$ cat src/rtl/ps2_rx_if.sv
// Decoded-key output bundle of the PS/2 receiver.
// The receiver drives it through the master modport; the key decoder reads it through the slave modport.
interface ps2_rx_if;
  logic [7:0] code;
  logic       code_valid;
  logic       is_break;
  logic       is_extended;
  logic       frame_err;

  modport master (output code, code_valid, is_break, is_extended, frame_err);
  modport slave  (input  code, code_valid, is_break, is_extended, frame_err);
endinterface

$ cat src/rtl/ps2_rx.sv
// PS/2 device-to-host frame receiver.
// Synchronizes and glitch-filters the raw pins, then deframes the 11-bit frame:
// start bit, 8 data bits LSB first, odd parity, stop bit.
// E0/F0 prefixes become flags on the next delivered scan code.
// Each good scan code is delivered with a one-cycle code_valid strobe.
// Parity, stop and timeout errors produce a one-cycle frame_err strobe.
module ps2_rx #(
  parameter int FILTER_LEN     = 8,
  parameter int TIMEOUT_CYCLES = 50000
) (
  input  logic     CLOCK_50,
  input  logic     reset,
  input  logic     PS2_CLK,
  input  logic     PS2_DAT,
  ps2_rx_if.master rx
);

  localparam int              TO_W    = $clog2(TIMEOUT_CYCLES);
  localparam logic [7:0]      FLT_MAX = 8'(FILTER_LEN - 1);
  localparam logic [TO_W-1:0] TO_MAX  = TO_W'(TIMEOUT_CYCLES - 1);

  localparam logic [1:0] ST_IDLE   = 2'd0;
  localparam logic [1:0] ST_DATA   = 2'd1;
  localparam logic [1:0] ST_PARITY = 2'd2;
  localparam logic [1:0] ST_STOP   = 2'd3;

  localparam logic [7:0] PFX_EXT = 8'hE0;
  localparam logic [7:0] PFX_BRK = 8'hF0;

  // Odd parity across the data byte and the parity bit.
  function automatic logic odd_parity_ok(input logic [7:0] data, input logic par);
    return ^{data, par};
  endfunction

  logic [1:0]      clk_sync_r;
  logic [1:0]      dat_sync_r;
  logic            fclk_r;
  logic            fclk_d_r;
  logic [7:0]      flt_cnt_r;
  logic [1:0]      state_r;
  logic [2:0]      bit_cnt_r;
  logic [7:0]      shift_r;
  logic            par_r;
  logic [TO_W-1:0] to_cnt_r;
  logic            ext_pend_r;
  logic            brk_pend_r;
  logic [7:0]      code_r;
  logic            code_valid_r;
  logic            is_break_r;
  logic            is_extended_r;
  logic            frame_err_r;

  logic            fall_s;
  logic            dat_s;
  logic            timeout_s;
  logic            frame_ok_s;

  // Two-flop synchronizers for both asynchronous pins; the idle bus level is high.
  always_ff @(posedge CLOCK_50) begin
    if (reset) begin
      clk_sync_r <= 2'b11;
      dat_sync_r <= 2'b11;
    end else begin
      clk_sync_r <= {clk_sync_r[0], PS2_CLK};
      dat_sync_r <= {dat_sync_r[0], PS2_DAT};
    end
  end

  // Clock filter: fclk flips only after FILTER_LEN consecutive samples disagree with it.
  always_ff @(posedge CLOCK_50) begin
    if (reset) begin
      fclk_r    <= 1'b1;
      fclk_d_r  <= 1'b1;
      flt_cnt_r <= 8'd0;
    end else begin
      fclk_d_r <= fclk_r;
      if (clk_sync_r[1] != fclk_r) begin
        if (flt_cnt_r == FLT_MAX) begin
          fclk_r    <= ~fclk_r;
          flt_cnt_r <= 8'd0;
        end else begin
          flt_cnt_r <= flt_cnt_r + 8'd1;
        end
      end else begin
        flt_cnt_r <= 8'd0;
      end
    end
  end

  // Fall event, sampled data bit, timeout condition and end-of-frame check.
  always_comb begin
    fall_s     = fclk_d_r & ~fclk_r;
    dat_s      = dat_sync_r[1];
    timeout_s  = (state_r != ST_IDLE) && (to_cnt_r == TO_MAX);
    frame_ok_s = dat_s && odd_parity_ok(shift_r, par_r);
  end

  // In-frame idle counter: held at zero in IDLE, cleared on every fall and on expiry.
  always_ff @(posedge CLOCK_50) begin
    if (reset) begin
      to_cnt_r <= '0;
    end else if ((state_r == ST_IDLE) || fall_s || timeout_s) begin
      to_cnt_r <= '0;
    end else begin
      to_cnt_r <= to_cnt_r + 1'b1;
    end
  end

  // Deframing FSM, prefix folding and registered output strobes.
  always_ff @(posedge CLOCK_50) begin
    if (reset) begin
      state_r       <= ST_IDLE;
      bit_cnt_r     <= 3'd0;
      shift_r       <= 8'h00;
      par_r         <= 1'b0;
      ext_pend_r    <= 1'b0;
      brk_pend_r    <= 1'b0;
      code_r        <= 8'h00;
      code_valid_r  <= 1'b0;
      is_break_r    <= 1'b0;
      is_extended_r <= 1'b0;
      frame_err_r   <= 1'b0;
    end else begin
      code_valid_r <= 1'b0;
      frame_err_r  <= 1'b0;
      if (fall_s) begin
        // A fall always takes priority over an expiring timeout.
        case (state_r)
          ST_IDLE: begin
            if (!dat_s) begin
              state_r   <= ST_DATA;
              bit_cnt_r <= 3'd0;
            end
          end
          ST_DATA: begin
            shift_r   <= {dat_s, shift_r[7:1]};
            bit_cnt_r <= bit_cnt_r + 3'd1;
            if (bit_cnt_r == 3'd7) begin
              state_r <= ST_PARITY;
            end
          end
          ST_PARITY: begin
            par_r   <= dat_s;
            state_r <= ST_STOP;
          end
          ST_STOP: begin
            state_r <= ST_IDLE;
            if (frame_ok_s) begin
              if (shift_r == PFX_EXT) begin
                ext_pend_r <= 1'b1;
              end else if (shift_r == PFX_BRK) begin
                brk_pend_r <= 1'b1;
              end else begin
                code_r        <= shift_r;
                is_break_r    <= brk_pend_r;
                is_extended_r <= ext_pend_r;
                code_valid_r  <= 1'b1;
                ext_pend_r    <= 1'b0;
                brk_pend_r    <= 1'b0;
              end
            end else begin
              frame_err_r <= 1'b1;
              ext_pend_r  <= 1'b0;
              brk_pend_r  <= 1'b0;
            end
          end
          default: begin
            state_r <= ST_IDLE;
          end
        endcase
      end else if (timeout_s) begin
        state_r     <= ST_IDLE;
        bit_cnt_r   <= 3'd0;
        shift_r     <= 8'h00;
        frame_err_r <= 1'b1;
        ext_pend_r  <= 1'b0;
        brk_pend_r  <= 1'b0;
      end
    end
  end

  assign rx.code        = code_r;
  assign rx.code_valid  = code_valid_r;
  assign rx.is_break    = is_break_r;
  assign rx.is_extended = is_extended_r;
  assign rx.frame_err   = frame_err_r;

endmodule

$ cat src/flat_wrapper.sv
// flat-port wrapper written by rule: the top's interface ports become plain ports
module ps2_rx_flat 
#(
  parameter int FILTER_LEN     = 8,
  parameter int TIMEOUT_CYCLES = 50000
)
  (CLOCK_50, reset, PS2_CLK, PS2_DAT, rx_code, rx_code_valid, rx_is_break, rx_is_extended, rx_frame_err);
  ps2_rx_if rx_i ();
  input  logic CLOCK_50;
  input  logic reset;
  input  logic PS2_CLK;
  input  logic PS2_DAT;
  output wire logic [$bits(rx_i.code)-1:0] rx_code;
  output wire logic [$bits(rx_i.code_valid)-1:0] rx_code_valid;
  output wire logic [$bits(rx_i.is_break)-1:0] rx_is_break;
  output wire logic [$bits(rx_i.is_extended)-1:0] rx_is_extended;
  output wire logic [$bits(rx_i.frame_err)-1:0] rx_frame_err;
  assign rx_code = rx_i.code;
  assign rx_code_valid = rx_i.code_valid;
  assign rx_is_break = rx_i.is_break;
  assign rx_is_extended = rx_i.is_extended;
  assign rx_frame_err = rx_i.frame_err;
  ps2_rx #(.FILTER_LEN(FILTER_LEN), .TIMEOUT_CYCLES(TIMEOUT_CYCLES)) u_core (.CLOCK_50(CLOCK_50), .reset(reset), .PS2_CLK(PS2_CLK), .PS2_DAT(PS2_DAT), .rx(rx_i));
endmodule
$ cat config.mk
export PLATFORM = sky130hd
export DESIGN_NAME = ps2_rx_flat
export DESIGN_NICKNAME = d
export VERILOG_FILES = /design/src/rtl/ps2_rx_if.sv /design/src/rtl/ps2_rx.sv /design/src/flat_wrapper.sv
export SDC_FILE = /design/constraint.sdc
export NUM_CORES = 1
export LEC_CHECK = 0
export ABC_AREA = 1
export CAP_MARGIN = 0
export CORE_MARGIN = 2
export CORE_UTILIZATION = 45
export CTS_CLUSTER_DIAMETER = 100
export CTS_CLUSTER_SIZE = 28
export DETAILED_ROUTE_END_ITERATION = 16
export PLACE_DENSITY = 0.75
export RECOVER_POWER = 25
export SETUP_SLACK_MARGIN = 0.05
export SLEW_MARGIN = 20
export SYNTH_ARGS = -nofsm -noshare
export SYNTH_HDL_FRONTEND = slang
export SYNTH_SLANG_ARGS = --single-unit
$ cat constraint.sdc
create_clock -name CLOCK_50 -period 3.55 [get_ports CLOCK_50]
set_clock_uncertainty 0.05 [all_clocks]
set_input_delay 0.355 -clock CLOCK_50 [delete_from_list [all_inputs] [get_ports CLOCK_50]]
set_output_delay 0.355 -clock CLOCK_50 [all_outputs]
set_load 0.02 [all_outputs]
==> impl_results.md, run 1 <==
- Area Growth Syn to Fin: 15.3%
- Clk network pwr share: 49.8%
- First-pass GRT wire length: 8.47 mm
- # setup viols final: 0
- Distinct cells, synth: 33
- Core area: 5890 um2
- Seq pwr share: 49.0%
- Worst vdd ir: 309 uV
- Final Hold Fails: 0
- First-pass DRT Iterations: 5
- Area of the multi-input gates: 1320 um2
- Die Area: 6700 um2
- Fill count: 595
- Vias: 2293
- Hold endpoint: u_core.clk_sync_r[1]$_SDFF_PP1_
- Final net count: 398
- Total Routed Length: 4.88 mm
- Num ports: 16
- Lkg Pwr: 0.00133 uW
- Clock latency on the worst-skew pair: 0.34 ns
- Power after layout: 1330 uW
- Clk sink count: 58
- Clock Tree Root: clkbuf_8
- Run status: finished, final reports clean
- Grt total ovfl: 0
- Post-Syn Area: 2730 um2
- Area after DPL: 2930 um2
- CTS tree: done
- Seq. cell area: 1160 um2
- Power per cell area: 424 nW/um2
- Combinational Power Share: 1.2%
- Cts hold-fix bufs: 0
- Min-Delay Startpoint: u_core.clk_sync_r[0]$_SDFF_PP1_
- Synth Warn #: 0
- Setup TNS: 0 ns
- Min Tclk post-route: 2.38 ns
- WL/cell: 10.5 um
- Net Sw Power: 282 uW
- Max_slew headroom: 46.1%
- Final Cell Area: 3140 um2
- H-tree depth: 3
- Cell count after synthesis: 367
- DP HPWL: 3.42 mm
- Residual DRC: 0
- Maximum clock insertion buffer count: 2
- TritonCTS buffer count: 9
- Crit path kind: in -> reg
- Vias in the first global route: 2010
- Synthesis-stage register bit count: 58
- CTS clk-pin slew, worst paths: 0.07 ns
- Reg2reg path depth: 11
- Largest net degree at the start of global routing: 22
- Port bufs: 15
- Final GP Congestion: 0.833
- CP max FO: 20
- All-layer global routing usage: 16.4%
- Row cnt: 28
- Seq/Total Area, Yosys: 42.6%
- Die Span X: 81.9 um
- Mean post-synth cell area: 7.43 um2
- Initial antenna violation count: 0
- Die extent in y: 81.9 um
- Flop2flop setup slack: 1.65 ns
- RSZ-0062 raised after global routing: false
- Finished Core Util: 53.4%
- Worst r2r src: u_core.state_r[0]$_SDFFE_PP0P_
- Post-route ant nets: 0
- Reg2reg end: u_core.to_cnt_r[13]$_SDFF_PP0_
- Critical Path Sink Type: flop
- Worst Tran Pin Value: 0.809 ns
- Int Power: 1050 uW
- Iter 0 DRT Violations: 153
- Hold path cells: 1
- Fmax: 420 MHz
- ANT cells: 0
- MaxCap Viol Count: 0
- Vias/cell: 4.92
- Setup Buffers After CTS: 0
- Post-cts gate resize count: 0
- Final Cycle Share: 67.1%
- Crit start category: input port
- Slew Viols, Final: 0
- Critical Path AT: 2.56 ns
- Switching share of power: 21.2%
- Worst Path Required: 3.73 ns
- Share of cells above drive strength 1: 12.8%
- Initial Utilization: 46.3%
- Worst Hold Class: reg -> reg
- Net Count, Synth: 379
[worst max-delay path: stages]
cell           delay, ns
dlygate4sd3_1       0.52
clkbuf_1            0.61
inv_1               0.52
nand3_4             0.36
a21oi_1             0.06
and2_1              0.14
[worst max path at each step]
stage                                              start                              to  slack, ns
after floorplan           u_core.state_r[0]$_SDFFE_PP0P_  u_core.brk_pend_r$_SDFFE_PP0P_       1.91
after global placement                             reset  u_core.to_cnt_r[13]$_SDFF_PP0_       1.51
final                                              reset  u_core.to_cnt_r[13]$_SDFF_PP0_       1.17
after detailed placement                           reset  u_core.to_cnt_r[13]$_SDFF_PP0_       1.45
after global routing                               reset  u_core.to_cnt_r[13]$_SDFF_PP0_       1.07
after CTS                 u_core.state_r[0]$_SDFFE_PP0P_  u_core.to_cnt_r[13]$_SDFF_PP0_       1.65
[cell usage in the layout, fill, tap and decap left out, drive strengths merged]
master,synthesis,routed
a21oi,25,25
a22oi,1,1
a31oi,1,1
and2,1,1
buf,6,1
bufinv,0,2
clkbuf,3,10
clkdlybuf4s50,0,11
clkinv,0,3
clkinvlp,0,2
dfxtp,58,58
dlygate4sd3,0,4
ha,8,8
inv,51,51
nand2,73,73
nand3,28,28
nand4,9,9
nor2,61,61
nor3,11,11
nor3b,2,2
nor4,4,4
o21ai,11,11
or2,5,5
xnor2,3,3
xor2,6,6
[synth_stat cells (all sizes together)]
library cell  instances  area, um2
nor3                 11       77.6
o21ai                11       55.1
nand2                73        299
a21oi                25        129
buf                   6       45.0
and2                  1       6.26
dfxtp                58       1160
ha                    8        100
nor3b                 2       15.0
or2                   5       31.3
nand4                 9       71.3
nor4                  4       25.0
nand3                28        163
nor2                 61        254
inv                  51        191
xor2                  6       52.6
a22oi                 1       7.51
a31oi                 1       6.26
clkbuf                3       11.3
xnor2                 3       26.3
[stage by stage]
| stage | cells | setup slack, ns | hold slack (ns) |
|---|---|---|---|
| floorplan | 367 | 1.91 | 0.339 |
| global placement | 450 | 1.51 | 0.344 |
| detailed placement | 450 | 1.45 | 0.348 |
| CTS | 466 | 1.65 | 0.360 |
| global route | 466 | 1.07 | 0.384 |
| finish | 466 | 1.17 | 0.360 |
[cell type report]
type	instances	area share, %
multi-input combinational	249	41.9
sequential	58	36.9
inverter	51	6.09
timing repair buffer	17	5.13
clock buffer	9	3.94
clock inverter	7	2.98
tap	75	2.98
[power by group through the flow]
stage / registers [uW] / clock network, uW / logic, uW
after floorplan: 669 / 0 / 10.1
after global placement: 669 / 0 / 15.9
after detailed placement: 669 / 0 / 16.1
after CTS: 654 / 679 / 16.1
after global routing: 654 / 703 / 17.1
final: 654 / 665 / 15.4
[state kept, by name, indices dropped and copies added (netlist names), 2 cells and up]
| register | flops |
|---|---|
| u_core.bit_cnt_r | 3 |
| u_core.clk_sync_r | 2 |
| u_core.dat_sync_r | 2 |
| u_core.flt_cnt_r | 8 |
| u_core.rx.code | 8 |
| u_core.shift_r | 8 |
| u_core.state_r | 2 |
| u_core.to_cnt_r | 16 |
[kinds of logic (layout without fill, tap and decap cells)]
group / after synthesis / in the layout / share of synthesized area [%]
simple gates: 194 / 194 / 34.5
buf+inv: 60 / 84 / 9.08
flops: 58 / 58 / 42.6
compound gates: 38 / 38 / 7.25
xor+xnor: 9 / 9 / 2.89
fa+ha+maj: 8 / 8 / 3.67
[metal layers]
| metal | up-vias | track usage (%) | wire (um) |
|---|---|---|---|
| li1 | 1209 | - | - |
| met1 | 1035 | 19.7 | 2330 |
| met2 | 39 | 26.3 | 2290 |
| met3 | 10 | 5.38 | 164 |
| met4 | 0 | 8.17 | 97 |
| met5 | - | 0 | 0 |
(Power assumes the default switching activity.)
==> run 2: changes to the inputs <==
==> constraint.sdc (replaced) <==
create_clock -name CLOCK_50 -period 2.4 [get_ports CLOCK_50]
set_clock_uncertainty 0.05 [all_clocks]
set_input_delay 0.24 -clock CLOCK_50 [delete_from_list [all_inputs] [get_ports CLOCK_50]]
set_output_delay 0.24 -clock CLOCK_50 [all_outputs]
set_load 0.02 [all_outputs]
==> run 2 against run 1 <==
Clock power rose by 65%. Register-to-register slack lost 1.1 ns. Sequential share of layout area down 0.29 points. Power increased by 56%. First-iteration DRC count down 40%. Final area grew 0.80%. Core utilization grew 0.43 points. Worst setup slack worse by 0.63 ns. Die area did not move. Combinational power grew 53%. Wire length up 2.7%. Non-clock buffer count up 1. Critical endpoint unchanged. Largest power group unchanged.
==> impl_results.md, run 2 (same netlist as run 1, synthesis figures left out) <==
- Final worst slack: 0.542 ns (-0.627 ns)
- Cts hold-fix bufs: 0 (unchanged)
- Fmax: 538 MHz
- Net Sw Power: 425 uW (+50%)
- Worst Path Required: 2.58 ns (-1.15 ns)
- Die Area: 6700 um2 (unchanged)
- Crit path cell chain: inv_1 -> ha_1 -> inv_1 -> nand4_1 -> nor2_1 -> nand3_1 -> nand2_1 -> inv_2 -> nand3_4 -> a21oi_1 -> and2_1
- Die Span X: 81.9 um (unchanged)
- WL/cell: 10.7 um (+2.5%)
- Core area: 5890 um2 (unchanged)
- Clock Tree Root: clkbuf_8
- Clk sink count: 58 (unchanged)
- Largest delay contributor family on the critical path: simple AND/OR/NAND/NOR gates
- Max_slew headroom: 50.8% (+4.8 points)
- Combinational Power Share: 1.1% (about the same)
- Most common cell after layout, fill and taps aside: nand2_1
- First-pass GRT wire length: 8.74 mm (+3.3%)
- DP HPWL: 3.54 mm (+3.3%)
- Int Power: 1660 uW (+58%)
- Hold endpoint: u_core.dat_sync_r[1]$_SDFF_PP1_
- Post-route ant nets: 0 (unchanged)
- Power per cell area: 658 nW/um2 (+55%)
- Run status: finished, final reports clean
- Vias/cell: 4.86 (-1.2%)
- Min-Delay Startpoint: u_core.dat_sync_r[0]$_SDFF_PP1_
- MaxCap Viol Count: 0 (unchanged)
- Share of cells above drive strength 1: 12.5% (-0.29 points)
- Area after DPL: 2940 um2 (+0.26%)
- Buffers plus inverters on the worst setup path: 3 (unchanged)
- Residual DRC: 0 (unchanged)
- Met3 routed WL: 183 um (+12%)
- Reg2reg path depth: 11 (unchanged)
- Setup Buffers After CTS: 0 (unchanged)
- Worst Tran Pin Value: 0.737 ns (-0.0715 ns)
- Iter 0 DRT Violations: 92 (-40%)
- Cell seen most often among critical-path stages: inv_1
- Final Cycle Share: 77.4%
- Final Hold Fails: 0 (unchanged)
- Switching share of power: 20.4% (-0.80 points)
- CP max-delay cell: dfxtp_1
- TritonCTS buffer count: 9 (unchanged)
- Crit start category: flop
- # setup viols final: 0 (unchanged)
- Most frequent cells in the layout: nand2_1 (65), dfxtp_1 (58), nor2_1 (56), inv_1 (44), nand3_1 (25)
- Slew Viols, Final: 0 (unchanged)
- Critical Path Sink Type: flop
- CTS clk-pin slew, worst paths: 0.08 ns (about the same)
- Crit path kind: reg -> reg
- Lkg Pwr: 0.00136 uW (+2.2%)
- Seq pwr share: 46.4% (-2.6 points)
- Critical Path AT: 2.04 ns (-0.52 ns)
- ANT cells: 0 (unchanged)
- Grt total ovfl: 0 (unchanged)
- Met2 WL: 2.23 mm (-2.8%)
- Reg2reg end: u_core.to_cnt_r[13]$_SDFF_PP0_
- Largest register by flop count: u_core.to_cnt_r
- Final net count: 399 (+0.25%)
- Min Tclk post-route: 1.86 ns
- Flop2flop setup slack: 0.54 ns (-1.11 ns)
- All-layer global routing usage: 17.0% (+0.55 points)
- Initial Utilization: 46.3% (unchanged)
- CTS tree: done
- Pre-CTS setup slack: 0.578 ns (-0.876 ns)
- H-tree depth: 3 (unchanged)
- Num ports: 16 (unchanged)
- Clock latency on the worst-skew pair: 0.34 ns (about the same)
- Initial antenna violation count: 0 (unchanged)
- First-pass DRT Iterations: 4 (-1)
- WP depth: 11 (+5)
- Worst vdd ir: 372 uV (+21%)
- Number of flip-flops in the largest register: 16 (unchanged)
- Port bufs: 15 (unchanged)
- Setup TNS: 0 ns (unchanged)
- CP peak stage delay: 0.37 ns (-0.24 ns)
- CP max FO: 16 (-20%)
- Worst Hold Class: reg -> reg
- Top Metal Used: met4
- Worst r2r src: u_core.state_r[0]$_SDFFE_PP0P_
- Vias in the first global route: 2094 (+4.2%)
- Fill count: 567 (-4.7%)
- Post-cts gate resize count: 0 (unchanged)
- RSZ-0062 raised after global routing: false
- Die extent in y: 81.9 um (unchanged)
- Row cnt: 28 (unchanged)
- Total Routed Length: 5.01 mm (+2.7%)
- Clk network pwr share: 52.5% (+2.7 points)
- Final GP Congestion: 0.810 (-2.8%)
- Largest net degree at the start of global routing: 22 (unchanged)
- Met1 WL: 2.49 mm (+7.0%)
- Maximum clock insertion buffer count: 2 (unchanged)
- Vias: 2270 (-1.0%)
- Area Growth Syn to Fin: 16.2%
- Hold path cells: 1 (unchanged)
- Final Cell Area: 3170 um2 (+0.80%)
==> run 2: metrics by stage <==
stage	std cells	total power (uW)	hold slack, ns	util [%]
global placement	451	1010	0.341	49.9
floorplan	367	1000	0.294	-
detailed placement	451	1010	0.350	49.9
CTS	467	2110	0.365	54.0
finish	467	2090	0.363	53.8
global route	467	2160	0.377	53.8
==> run 2: layout make-up <==
| cell class | count | area, um2 | share of cell area, % |
|---|---|---|---|
| timing repair buffer | 18 | 165 | 5.21 |
| sequential | 58 | 1160 | 36.6 |
| multi-input combinational | 249 | 1320 | 41.5 |
| tap | 75 | 93.8 | 2.96 |
| inverter | 51 | 191 | 6.04 |
| clock buffer | 9 | 124 | 3.91 |
| clock inverter | 7 | 118 | 3.71 |
==> run 2: power by group through the flow <==
stage	clock, uW	combinational [uW]	sequential [uW]
finish	1100	23.5	967
global placement	0	24.7	989
CTS	1120	25.6	967
floorplan	0	15.0	989
global route	1160	27.0	967
detailed placement	0	25.5	989
==> run 2: metal layers <==
metal	vias to the layer above	GRT usage [%]
met5	-	0
met4	0	9.33
met3	14	5.49
met2	33	27.2
met1	1011	20.1
li1	1212	-
==> run 2: worst max-delay path by stage <==
stage,start,to
final,u_core.state_r[0]$_SDFFE_PP0P_,u_core.to_cnt_r[13]$_SDFF_PP0_
after CTS,u_core.state_r[0]$_SDFFE_PP0P_,u_core.to_cnt_r[13]$_SDFF_PP0_
after global placement,u_core.state_r[0]$_SDFFE_PP0P_,u_core.to_cnt_r[13]$_SDFF_PP0_
after detailed placement,u_core.state_r[0]$_SDFFE_PP0P_,u_core.to_cnt_r[13]$_SDFF_PP0_
after floorplan,u_core.state_r[0]$_SDFFE_PP0P_,u_core.brk_pend_r$_SDFFE_PP0P_
after global routing,u_core.state_r[0]$_SDFFE_PP0P_,u_core.ext_pend_r$_SDFFE_PP0P_
==> run 2: worst register-to-register path, cell delays in order, from the launching register on <==
cell	delay, ns
dfxtp_1	0.37
inv_1	0.09
ha_1	0.23
inv_1	0.15
nand4_1	0.10
nor2_1	0.10
nand3_1	0.08
nand2_1	0.12
inv_2	0.10
nand3_4	0.17
a21oi_1	0.06
and2_1	0.13
